==> config.mk <==
export PLATFORM = sky130hd
export DESIGN_NAME = ex_stage_mdu
export DESIGN_NICKNAME = d
export VERILOG_FILES = /design/src/rtl/rv32i_pkg.sv /design/src/rtl/ex_stage_mdu_mdu.sv /design/src/rtl/ex_stage_mdu.sv
export SDC_FILE = /design/constraint.sdc
export NUM_CORES = 2
export LEC_CHECK = 0
export CAP_MARGIN = 20
export CORE_AREA = 5 5 430 347
export DETAILED_ROUTE_END_ITERATION = 10
export DIE_AREA = 0 0 435 352
export PLACE_DENSITY = 0.68
export RECOVER_POWER = 25
export SLEW_MARGIN = 40
export SYNTH_ARGS = -nofsm -noshare
export SYNTH_HDL_FRONTEND = slang
export SYNTH_SLANG_ARGS = --single-unit
==> constraint.sdc <==
create_clock -name clk -period 23.2 [get_ports clk]
set_input_delay 6.96 -clock clk [delete_from_list [all_inputs] [get_ports clk]]
set_output_delay 6.96 -clock clk [all_outputs]
set_load 0.005 [all_outputs]
==> src/rtl/rv32i_pkg.sv <==
// Shared types and defaults for the EX stage and its multiply/divide unit.
package rv32i_pkg;

    localparam int DPW = 32;
    localparam int ADW = 5;

    typedef enum logic [4:0] {
        ALU_ADD    = 5'd0,
        ALU_SUB    = 5'd1,
        ALU_AND    = 5'd2,
        ALU_OR     = 5'd3,
        ALU_XOR    = 5'd4,
        ALU_SLT    = 5'd5,
        ALU_SLTU   = 5'd6,
        ALU_SLL    = 5'd7,
        ALU_SRL    = 5'd8,
        ALU_SRA    = 5'd9,
        ALU_MUL    = 5'd10,
        ALU_MULH   = 5'd11,
        ALU_MULHSU = 5'd12,
        ALU_MULHU  = 5'd13,
        ALU_DIV    = 5'd14,
        ALU_DIVU   = 5'd15,
        ALU_REM    = 5'd16,
        ALU_REMU   = 5'd17
    } alu_op_t;

    typedef enum logic [1:0] {
        FWD_RF   = 2'b00,
        FWD_WB   = 2'b01,
        FWD_MEM  = 2'b10,
        FWD_RSVD = 2'b11
    } fwd_sel_t;

    typedef enum logic [1:0] {
        MDU_IDLE = 2'd0,
        MDU_MUL  = 2'd1,
        MDU_DIV  = 2'd2,
        MDU_DONE = 2'd3
    } mdu_state_t;

    function automatic logic is_mul_op(alu_op_t op);
        return op inside {ALU_MUL, ALU_MULH, ALU_MULHSU, ALU_MULHU};
    endfunction

    function automatic logic is_div_op(alu_op_t op);
        return op inside {ALU_DIV, ALU_DIVU, ALU_REM, ALU_REMU};
    endfunction

    function automatic logic is_rem_op(alu_op_t op);
        return op inside {ALU_REM, ALU_REMU};
    endfunction

    function automatic logic is_signed_div(alu_op_t op);
        return op inside {ALU_DIV, ALU_REM};
    endfunction

endpackage

==> src/rtl/ex_stage_mdu_mdu.sv <==
// Iterative multiply/divide unit: one-cycle multiply, DPW-step restoring divide.
// start is only honoured in IDLE; result is valid while done is high.
module mdu
    import rv32i_pkg::*;
#(
    parameter int DPW = rv32i_pkg::DPW
) (
    input  logic           clk,
    input  logic           arst_n,
    input  logic           start,
    input  logic           flush,
    input  alu_op_t        op,
    input  logic [DPW-1:0] opA,
    input  logic [DPW-1:0] opB,
    output logic           busy,
    output logic           done,
    output logic [DPW-1:0] result
);

    localparam int CW = $clog2(DPW);
    localparam logic [CW-1:0] CNT_LAST = CW'(DPW - 1);

    mdu_state_t state, nextState;

    alu_op_t          opR;
    logic [DPW:0]     mulA, mulB;
    logic [2*DPW-1:0] prodR;
    logic [DPW-1:0]   remR, quoR, divR;
    logic             negQ, negR;
    logic [CW-1:0]    cnt;

    logic             aSigned, bSigned, divSgn;
    logic [DPW-1:0]   absA, absB;
    logic [2*DPW-1:0] wideA, wideB, prodNext;
    logic [DPW:0]     remShift;
    logic             divGe;
    logic [DPW-1:0]   remSub;

    // Operand interpretation and magnitudes, evaluated on the start cycle
    always_comb begin
        aSigned = op inside {ALU_MUL, ALU_MULH, ALU_MULHSU};
        bSigned = op inside {ALU_MUL, ALU_MULH};
        divSgn  = is_signed_div(op);
        absA    = (divSgn && opA[DPW-1]) ? -opA : opA;
        absB    = (divSgn && opB[DPW-1]) ? -opB : opB;
    end

    // One sign-extended multiply covers all four variants; only the low 2*DPW bits matter
    always_comb begin
        wideA    = {{(DPW-1){mulA[DPW]}}, mulA};
        wideB    = {{(DPW-1){mulB[DPW]}}, mulB};
        prodNext = wideA * wideB;
    end

    // Single restoring-division step on the partial remainder
    always_comb begin
        remShift = {remR, quoR[DPW-1]};
        divGe    = (remShift >= {1'b0, divR});
        remSub   = remShift[DPW-1:0] - divR;
    end

    // State register
    always_ff @(posedge clk or negedge arst_n) begin
        if (!arst_n) state <= MDU_IDLE;
        else         state <= nextState;
    end

    // Next-state logic; flush abandons any operation in flight
    always_comb begin
        nextState = state;
        if (flush) begin
            nextState = MDU_IDLE;
        end else begin
            case (state)
                MDU_IDLE: if (start) nextState = is_mul_op(op) ? MDU_MUL : MDU_DIV;
                MDU_MUL:  nextState = MDU_DONE;
                MDU_DIV:  if (cnt == CNT_LAST) nextState = MDU_DONE;
                MDU_DONE: nextState = MDU_IDLE;
                default:  nextState = MDU_IDLE;
            endcase
        end
    end

    // Output logic: handshake flags and sign-corrected result
    always_comb begin
        busy   = (state == MDU_MUL) || (state == MDU_DIV);
        done   = (state == MDU_DONE);
        result = '0;
        if (state == MDU_DONE) begin
            case (opR)
                ALU_MUL:                        result = prodR[DPW-1:0];
                ALU_MULH, ALU_MULHSU, ALU_MULHU: result = prodR[2*DPW-1:DPW];
                ALU_DIV, ALU_DIVU:              result = negQ ? -quoR : quoR;
                ALU_REM, ALU_REMU:              result = negR ? -remR : remR;
                default:                        result = '0;
            endcase
        end
    end

    // Datapath registers: capture on start, then multiply or iterate
    always_ff @(posedge clk or negedge arst_n) begin
        if (!arst_n) begin
            opR   <= ALU_ADD;
            mulA  <= '0;
            mulB  <= '0;
            prodR <= '0;
            remR  <= '0;
            quoR  <= '0;
            divR  <= '0;
            negQ  <= 1'b0;
            negR  <= 1'b0;
            cnt   <= '0;
        end else begin
            case (state)
                MDU_IDLE: begin
                    if (start) begin
                        opR  <= op;
                        mulA <= {aSigned & opA[DPW-1], opA};
                        mulB <= {bSigned & opB[DPW-1], opB};
                        remR <= '0;
                        quoR <= absA;
                        divR <= absB;
                        negQ <= divSgn & (opA[DPW-1] ^ opB[DPW-1]);
                        negR <= divSgn & opA[DPW-1];
                        cnt  <= '0;
                    end
                end
                MDU_MUL: prodR <= prodNext;
                MDU_DIV: begin
                    remR <= divGe ? remSub : remShift[DPW-1:0];
                    quoR <= {quoR[DPW-2:0], divGe};
                    cnt  <= cnt + 1'b1;
                end
                default: ;
            endcase
        end
    end

endmodule

==> src/rtl/ex_stage_mdu.sv <==
// Execute stage: operand forwarding, single-cycle ALU, branch target and an
// optional multi-cycle multiply/divide unit that stalls the front of the pipe.
module ex_stage_mdu
    import rv32i_pkg::*;
#(
    parameter int DPW    = rv32i_pkg::DPW,
    parameter int ADW    = rv32i_pkg::ADW,
    parameter int MDU_EN = 1
) (
    input  logic           clk,
    input  logic           arst_n,
    input  logic           valid_i,
    input  logic           flush_i,
    input  alu_op_t        alu_ctrl_i,
    input  logic           alusrc_i,
    input  logic [DPW-1:0] rd1_i,
    input  logic [DPW-1:0] rd2_i,
    input  logic [DPW-1:0] immext_i,
    input  logic [DPW-1:0] pc_i,
    input  logic [ADW-1:0] rdaddr_i,
    input  fwd_sel_t       fwdA_i,
    input  fwd_sel_t       fwdB_i,
    input  logic [DPW-1:0] aluresultM_i,
    input  logic [DPW-1:0] resultW_i,
    output logic           stall_o,
    output logic           valid_o,
    output logic [DPW-1:0] aluresult_o,
    output logic [DPW-1:0] writedata_o,
    output logic [DPW-1:0] pctarget_o,
    output logic           zero_o,
    output logic [ADW-1:0] rdaddr_o
);

    localparam int SHW = $clog2(DPW);
    localparam logic [DPW-1:0] SMIN = {1'b1, {(DPW-1){1'b0}}};

    logic [DPW-1:0] srcA, fwdB, srcB, aluRes, exResult, specialRes, pcTarget;
    logic [SHW-1:0] shamt;
    logic           isMOp, isDivOp, isRemOp, divSigned, divByZero, divOvf, special;
    logic           mduStart, mduBusy, mduDone;
    logic [DPW-1:0] mduResult;
    logic [ADW-1:0] rdaddrHold;
    logic [DPW-1:0] wdHold, pcTgtHold;

    // Forwarding muxes; the reserved select falls back to the register file
    always_comb begin
        case (fwdA_i)
            FWD_WB:  srcA = resultW_i;
            FWD_MEM: srcA = aluresultM_i;
            default: srcA = rd1_i;
        endcase
        case (fwdB_i)
            FWD_WB:  fwdB = resultW_i;
            FWD_MEM: fwdB = aluresultM_i;
            default: fwdB = rd2_i;
        endcase
        srcB     = alusrc_i ? immext_i : fwdB;
        shamt    = srcB[SHW-1:0];
        pcTarget = pc_i + immext_i;
    end

    // Single-cycle ALU
    always_comb begin
        case (alu_ctrl_i)
            ALU_ADD:  aluRes = srcA + srcB;
            ALU_SUB:  aluRes = srcA - srcB;
            ALU_AND:  aluRes = srcA & srcB;
            ALU_OR:   aluRes = srcA | srcB;
            ALU_XOR:  aluRes = srcA ^ srcB;
            ALU_SLT:  aluRes = {{(DPW-1){1'b0}}, $signed(srcA) < $signed(srcB)};
            ALU_SLTU: aluRes = {{(DPW-1){1'b0}}, srcA < srcB};
            ALU_SLL:  aluRes = srcA << shamt;
            ALU_SRL:  aluRes = srcA >> shamt;
            ALU_SRA:  aluRes = $signed(srcA) >>> shamt;
            default:  aluRes = '0;
        endcase
    end

    // Divide corner cases resolve here in one cycle and never reach the MDU
    always_comb begin
        isMOp      = is_mul_op(alu_ctrl_i) | is_div_op(alu_ctrl_i);
        isDivOp    = is_div_op(alu_ctrl_i);
        isRemOp    = is_rem_op(alu_ctrl_i);
        divSigned  = is_signed_div(alu_ctrl_i);
        divByZero  = (srcB == '0);
        divOvf     = divSigned & (srcA == SMIN) & (srcB == '1);
        special    = isDivOp & (divByZero | divOvf);
        if (divByZero) specialRes = isRemOp ? srcA : '1;
        else           specialRes = isRemOp ? '0 : SMIN;
        if (isMOp) exResult = ((MDU_EN != 0) && special) ? specialRes : '0;
        else       exResult = aluRes;
    end

    // Reset is folded in so stall_o reads 0 while reset is held
    assign mduStart = arst_n & valid_i & ~flush_i & isMOp & ~special
                    & ~mduBusy & ~mduDone & (MDU_EN != 0);
    assign stall_o  = mduStart | mduBusy;

    generate
        if (MDU_EN != 0) begin : g_mdu
            mdu #(.DPW(DPW)) u_mdu (
                .clk    (clk),
                .arst_n (arst_n),
                .start  (mduStart),
                .flush  (flush_i),
                .op     (alu_ctrl_i),
                .opA    (srcA),
                .opB    (srcB),
                .busy   (mduBusy),
                .done   (mduDone),
                .result (mduResult)
            );
        end else begin : g_nomdu
            assign mduBusy   = 1'b0;
            assign mduDone   = 1'b0;
            assign mduResult = '0;
        end
    endgenerate

    // Side-band fields of an accepted M op, held while the pipe is stalled
    always_ff @(posedge clk or negedge arst_n) begin
        if (!arst_n) begin
            rdaddrHold <= '0;
            wdHold     <= '0;
            pcTgtHold  <= '0;
        end else if (mduStart) begin
            rdaddrHold <= rdaddr_i;
            wdHold     <= fwdB;
            pcTgtHold  <= pcTarget;
        end
    end

    // EX/MEM register: flush first, then MDU completion, then ALU results
    always_ff @(posedge clk or negedge arst_n) begin
        if (!arst_n) begin
            valid_o     <= 1'b0;
            aluresult_o <= '0;
            writedata_o <= '0;
            pctarget_o  <= '0;
            zero_o      <= 1'b0;
            rdaddr_o    <= '0;
        end else if (flush_i) begin
            valid_o <= 1'b0;
        end else if (mduDone) begin
            valid_o     <= 1'b1;
            aluresult_o <= mduResult;
            zero_o      <= (mduResult == '0);
            writedata_o <= wdHold;
            pctarget_o  <= pcTgtHold;
            rdaddr_o    <= rdaddrHold;
        end else if (mduStart || mduBusy) begin
            valid_o <= 1'b0;
        end else if (valid_i) begin
            valid_o     <= 1'b1;
            aluresult_o <= exResult;
            zero_o      <= (exResult == '0);
            writedata_o <= fwdB;
            pctarget_o  <= pcTarget;
            rdaddr_o    <= rdaddr_i;
        end else begin
            valid_o <= 1'b0;
        end
    end

endmodule

# [Yosys cells after proc, flatten, opt, wreduce, memory -nomap -nowiden]
# Index checks and enable logic that the tools add are counted.
[word_totals] regBits=412 wordCells=169
[classes] eq_ne=39 bitwise_logic=24 n_reduce_logical=24 mux=46 order_cmp=3 shift=3 mul=1 add_sub_neg=9
[op_table] op="$mux W32" n=23
[op_table] op="$pmux W32 S10" n=1
[op_table] op="$pmux W32 S2" n=4
[op_table] op="$neg A32 Y32" n=4
[op_table] op="$pmux W32 S4" n=1
[op_table] op="$logic_not A32 Y1" n=3
[op_table] op="$eq A5 B4 Y1 const B" n=14
[op_table] op="$add A32 B32 Y32" n=2
[op_table] op="$eq A32 B32 Y1 const B" n=2
[op_table] op="$lt A32 B32 Y1" n=2
[op_table] op="$mul A33 B33 Y64" n=1
[op_table] op="$sub A32 B32 Y32" n=2
[op_table] op="$ge A33 B32 Y1" n=1
[op_table] op="$and A32 B32 Y32" n=1
[op_table] op="$or A32 B32 Y32" n=1
[op_table] op="$shl A32 B5 Y32" n=1
[op_table] op="$shr A32 B5 Y32" n=1
[op_table] op="$sshr A32 B5 Y32" n=1
[op_table] op="$xor A32 B32 Y32" n=1
[op_table] op="$eq A5 B5 Y1 const B" n=5
[op_table] op="$eq A5 B3 Y1 const B" n=4
[op_table] op="$mux W5" n=4
[op_table] op="$and A1 B1 Y1" n=13
[op_table] op="$eq A5 B2 Y1 const B" n=2
[op_table] op="other kinds (25)" n=55

# [Longest topological paths before layout]
[depth] ltp_word=15 depth_mapped=32 depth_no_buf=30

# [Cells and area by module]
# A second synthesis with hierarchy kept.
[unflattened] cells_unflattened=8447 hier_area_um2=72701.0
[modules_own_cells] mod="mdu" cells_per_inst=5656 seq_area_each_um2=5980.7 area_each_um2=52389.0 instances=1
[modules_own_cells] mod="ex_stage_mdu" cells_per_inst=2791 seq_area_each_um2=4304.1 area_each_um2=20312.0 instances=1

# [Worst setup path after synthesis]
# No wires, ideal clock.
[synth_path] kind="input port to output port" start="in fwdA_i[0]" end="out stall_o" slack_ns=5.581 n_path_buf=4 stages=17 arrival_time_ns=10.659 cell_sequence="inv_1 ha_1 buf_2 buf_2 buf_2 a221o_1 o21ai_1 ha_1 and4_1 nand2_1 or4_4 or3_1 o21bai_1 nor2_1 nand2_1 clkbuf_1 nand2_1"
[synth_via] elab_chain_len=12 elab_cells_between_ends=13
[synth_lines] element="from (decl)" line_no="ex_stage_mdu.sv:21" source="input fwd_sel_t fwdA_i,"
[synth_lines] element="$eq A2 B2 Y1 / $eq A2 B1 Y1 (equally long branches)" line_no="ex_stage_mdu.sv:47" source="case (fwdA_i)"
[synth_lines] element="$pmux W32 S2 *" line_no="ex_stage_mdu.sv:47"
[synth_lines] element="$eq A32 B32 Y1 *" line_no="ex_stage_mdu.sv:86" source="divOvf = divSigned & (srcA == SMIN) & (srcB == '1);"
[synth_lines] element="$and A1 B1 Y1 * (2 in series)" line_no="ex_stage_mdu.sv:86"
[synth_lines] element="$or A1 B1 Y1 *" line_no="ex_stage_mdu.sv:87" source="special = isDivOp & (divByZero | divOvf);"
[synth_lines] element="$and A1 B1 Y1 *" line_no="ex_stage_mdu.sv:87"
[synth_lines] element="$not A1 Y1 *" line_no="ex_stage_mdu.sv:95" source="assign mduStart = arst_n & valid_i & ~flush_i & isMOp & ~special"
[synth_lines] element="$and A1 B1 Y1 *" line_no="ex_stage_mdu.sv:95"
[synth_lines] element="$and A1 B1 Y1 * (2 in series)" line_no="ex_stage_mdu.sv:96" source="& ~mduBusy & ~mduDone & (MDU_EN != 0);"
[synth_lines] element="$or A1 B1 Y1 *" line_no="ex_stage_mdu.sv:97" source="assign stall_o = mduStart | mduBusy;"
[synth_lines] element="to (decl)" line_no="ex_stage_mdu.sv:25" source="output logic stall_o,"
# Every way passes the cells marked *; elsewhere a longest branch is shown, timed or not.

# [Worst setup path after layout]
# Same ends and word-level chain as after synthesis.

==> results.yml <==
sta:
  rsz0062_at_grt: "false"
  hold_viol: 0
  max_freq_mhz: 50.65
  worstMarginPinSlew_ps: 3674
  relSlewSlack_pct: -144.9
  slew_violations: 336
  skew_ps: 55.19
  setup_viol_count_final: 0
  holdWs_ps: 480.2
  tns_ps: 0
  post-route-min-period_ps: 19740
  period_share_pct: 85.11
clock_network:
  clock_path_buffers: 3
  cts.sinks: 411
  cts_setup_buffers: 0
  cts_buffers: 46
  cts_hold_buf: 0
  clk_latency_ps: 690
  clkTransAtPathRegs_ps: 70
  cts-root-buf: "clkbuf_16"
  htreeDepth: 2
  cts_tree: "yes"
  cts_resized: 0
global_route:
  antenna_found_initial: 26
  grt.total_usage_pct: 41.78
  grt_max_degree: 102
  overflow: 0
  grt_pass1_vias: 64850
  grt_pass1_wl_mm: 467.0
synth:
  synthXorXnorAreaFrac_pct: 3.202
  netlist_top_cells_count: "1259 x inv_1, 1129 x fa_1, 1069 x nand2_1"
  synthArstFlopShare_pct: 100.0
  synthMuxAreaShare_pct: 3.592
  synthCells: 8326
  synth_edf_count: 0
  synth_top_area_share_pct: 31.54
  yosys_warnings: 0
  synth_top_family_by_area: "adder cells"
  syn_area_mm2: 0.07166
  synth_cell_types: 89
  synthMostInstantiatedCell: "inv_1"
  synth_area_per_cell_um2: 8.606
  synthFlopType: "dfrtp_1"
  synth-simple-area-share_pct: 16.60
  synthAdderAreaFrac_pct: 38.32
  ys_top_cells_by_area: "fa_1 32%, dfrtp_1 14%, ha_1 6.8%, inv_1 6.6%, nand2_1 5.6%"
  synth-seq-cells: 411
  yosysTopAreaCell: "fa_1"
  yosysSeqAreaShare_pct: 14.35
  synth.net_count: 10050
  synth_compound_area_share_pct: 14.49
place:
  gp_congestion: 1.077
  port_buffers: 314
  place_inst: 10260
  hpwl_mm: 258.8
floorplan:
  row_count: 125
  fp.coreArea_mm2: 0.1444
  die_y_um: 352
  ios: 315
  die_area_mm2: 0.1531
  start_util_pct: 49.64
  dieWidth_um: 435
run:
  maxCapViolCount: 7
route:
  vias: 64630
  routed_wirelength_mm: 323.8
  drt_iter0_drc: 8138
  first_pass_iters: 10
  viasPerCell: 6.236
  drc: 0
  antenna_left: 0
  wl_per_cell_um: 31.25
worst_setup_path:
  crit_path_end_kind: "primary output"
  path_delay_family: "simple AND/OR/NAND/NOR gates"
  crit_path_max_fanout: 57
  cpMaxStageDelayCell: "or4_4"
  critPathKind: "input pin to primary output"
  path_cells: "clkdlybuf4s50_1 > inv_1 > ha_2 > buf_4 > o21ai_1 > inv_1 > ha_1 > and4_1 > nand2_1 > or4_4 > or3_1 > o21bai_1 > nor2_1 > nand2_4 > nand2_1 > clkdlybuf4s50_1"
  reg2reg_to: "g_mdu.u_mdu.prodR[62]"
  cp.arrival_ps: 12780
  critical_path_required_ps: 16240
  r2r_cells: 28
  crit_buf_inv: 5
  crit_path_max_incr_delay_ps: 630
  reg2reg_from: "g_mdu.u_mdu.mulA[4]"
  startpoint_type: "input pin"
  rrSetupSlack_ps: 11720
worst_hold_path:
  hp-start: "g_mdu.u_mdu.divR[13]"
  hold_depth: 2
  hold_class: "register to register"
  holdPathEnd: "g_mdu.u_mdu.divR[13]"
layout:
  fillers: 13230
  area_growth_pct: 10.24
  instances_no_fill: 10360
  multiInputGateArea_mm2: 0.05519
  final_core_util_pct: 54.72
  final_net_count: 10140
  drive_gt1_share_pct: 6.346
  regArea_mm2: 0.01030
run_status:
  status: "complete, but fails checks"
  violations: "max-capacitance violations, max-slew violations"
-- final cells by class --
type | instances | area share [%]
clock buffers | 60 | 1.651
inverters | 1276 | 6.068
flip-flops and latches | 411 | 13.04
diodes | 13 | 0.04118
repair buffers | 518 | 5.926
well taps | 1905 | 3.017
multi-input cells | 6157 | 69.87
clock inverters | 24 | 0.3881
-- worst reg2reg max path, delay by kind of cell, from the launching register on --
family	cells	cell delay, ps
fa+ha+maj	9	4220
compound gates	11	3610
buf+inv	5	2060
simple gates	1	440
mux	1	370
flops	1	350
xor+xnor	1	320
-- sequential cells by signal (all words and copies together), names as in the netlist, 32 cells and up --
signal and cells:
aluresult_o 32, g_mdu.u_mdu.mulA 33, g_mdu.u_mdu.mulB 33, g_mdu.u_mdu.prodR 64
g_mdu.u_mdu.quoR 32, g_mdu.u_mdu.remR 32, pcTgtHold 32, pctarget_o 32
wdHold 32, writedata_o 32
-- metal layers --
| layer | global-route usage, % | share of wire, % |
|---|---|---|
| met1 | 59.19 | 42 |
| met2 | 58.99 | 41 |
| met3 | 15.63 | 13 |
| met4 | 13.79 | 4.1 |
| met5 | 0 | 0.019 |
-- kinds of logic (layout without fill, tap and decap cells) --
logic type / count (synthesis) / count (layout)
adder cells (fa/ha/maj): 1517 / 1517
flip-flops: 411 / 411
AO/OA/AOI/OAI: 1632 / 1632
AND/OR/NAND/NOR: 2501 / 2501
buffers and inverters: 1758 / 1878
other: 0 / 13
multiplexers: 245 / 245
XOR/XNOR: 262 / 262
-- metrics by stage --
stage	worst slack, ps	instance area (um^2)
finish	3456	78990
floorplan	5581	71660
global route	3361	78970
CTS	3558	78890
detailed placement	3568	77280
global placement	3553	76880
-- worst max-delay path by stage --
stage,start,slack [ps],cells past startpoint,endpoint
after floorplan,fwdA_i[0],5580,17,stall_o
after global placement,fwdA_i[0],3550,16,stall_o
after detailed placement,fwdA_i[0],3570,17,stall_o
after CTS,fwdA_i[0],3560,17,stall_o
after global routing,fwdA_i[0],3360,16,stall_o
final,fwdA_i[0],3460,16,stall_o
-- cell usage in the layout (no fill, tap or decap), types with 68 or more instances in the layout --
cell                n
a21o_1             68
a21oi_1           385
and2_1            552
buf_4             188
clkdlybuf4s50_1   311
dfrtp_1           399
fa_1             1128
ha_1              384
inv_1            1259
mux2_2             96
mux2i_1           145
nand2_1          1066
nor2_1            404
nor2b_1            71
nor3_1             69
o21ai_0           454
xnor2_1           151
xor2_1             78
Power is not shown: default switching activity piles up to over one toggle a cycle in this logic, so the estimate is an artifact.
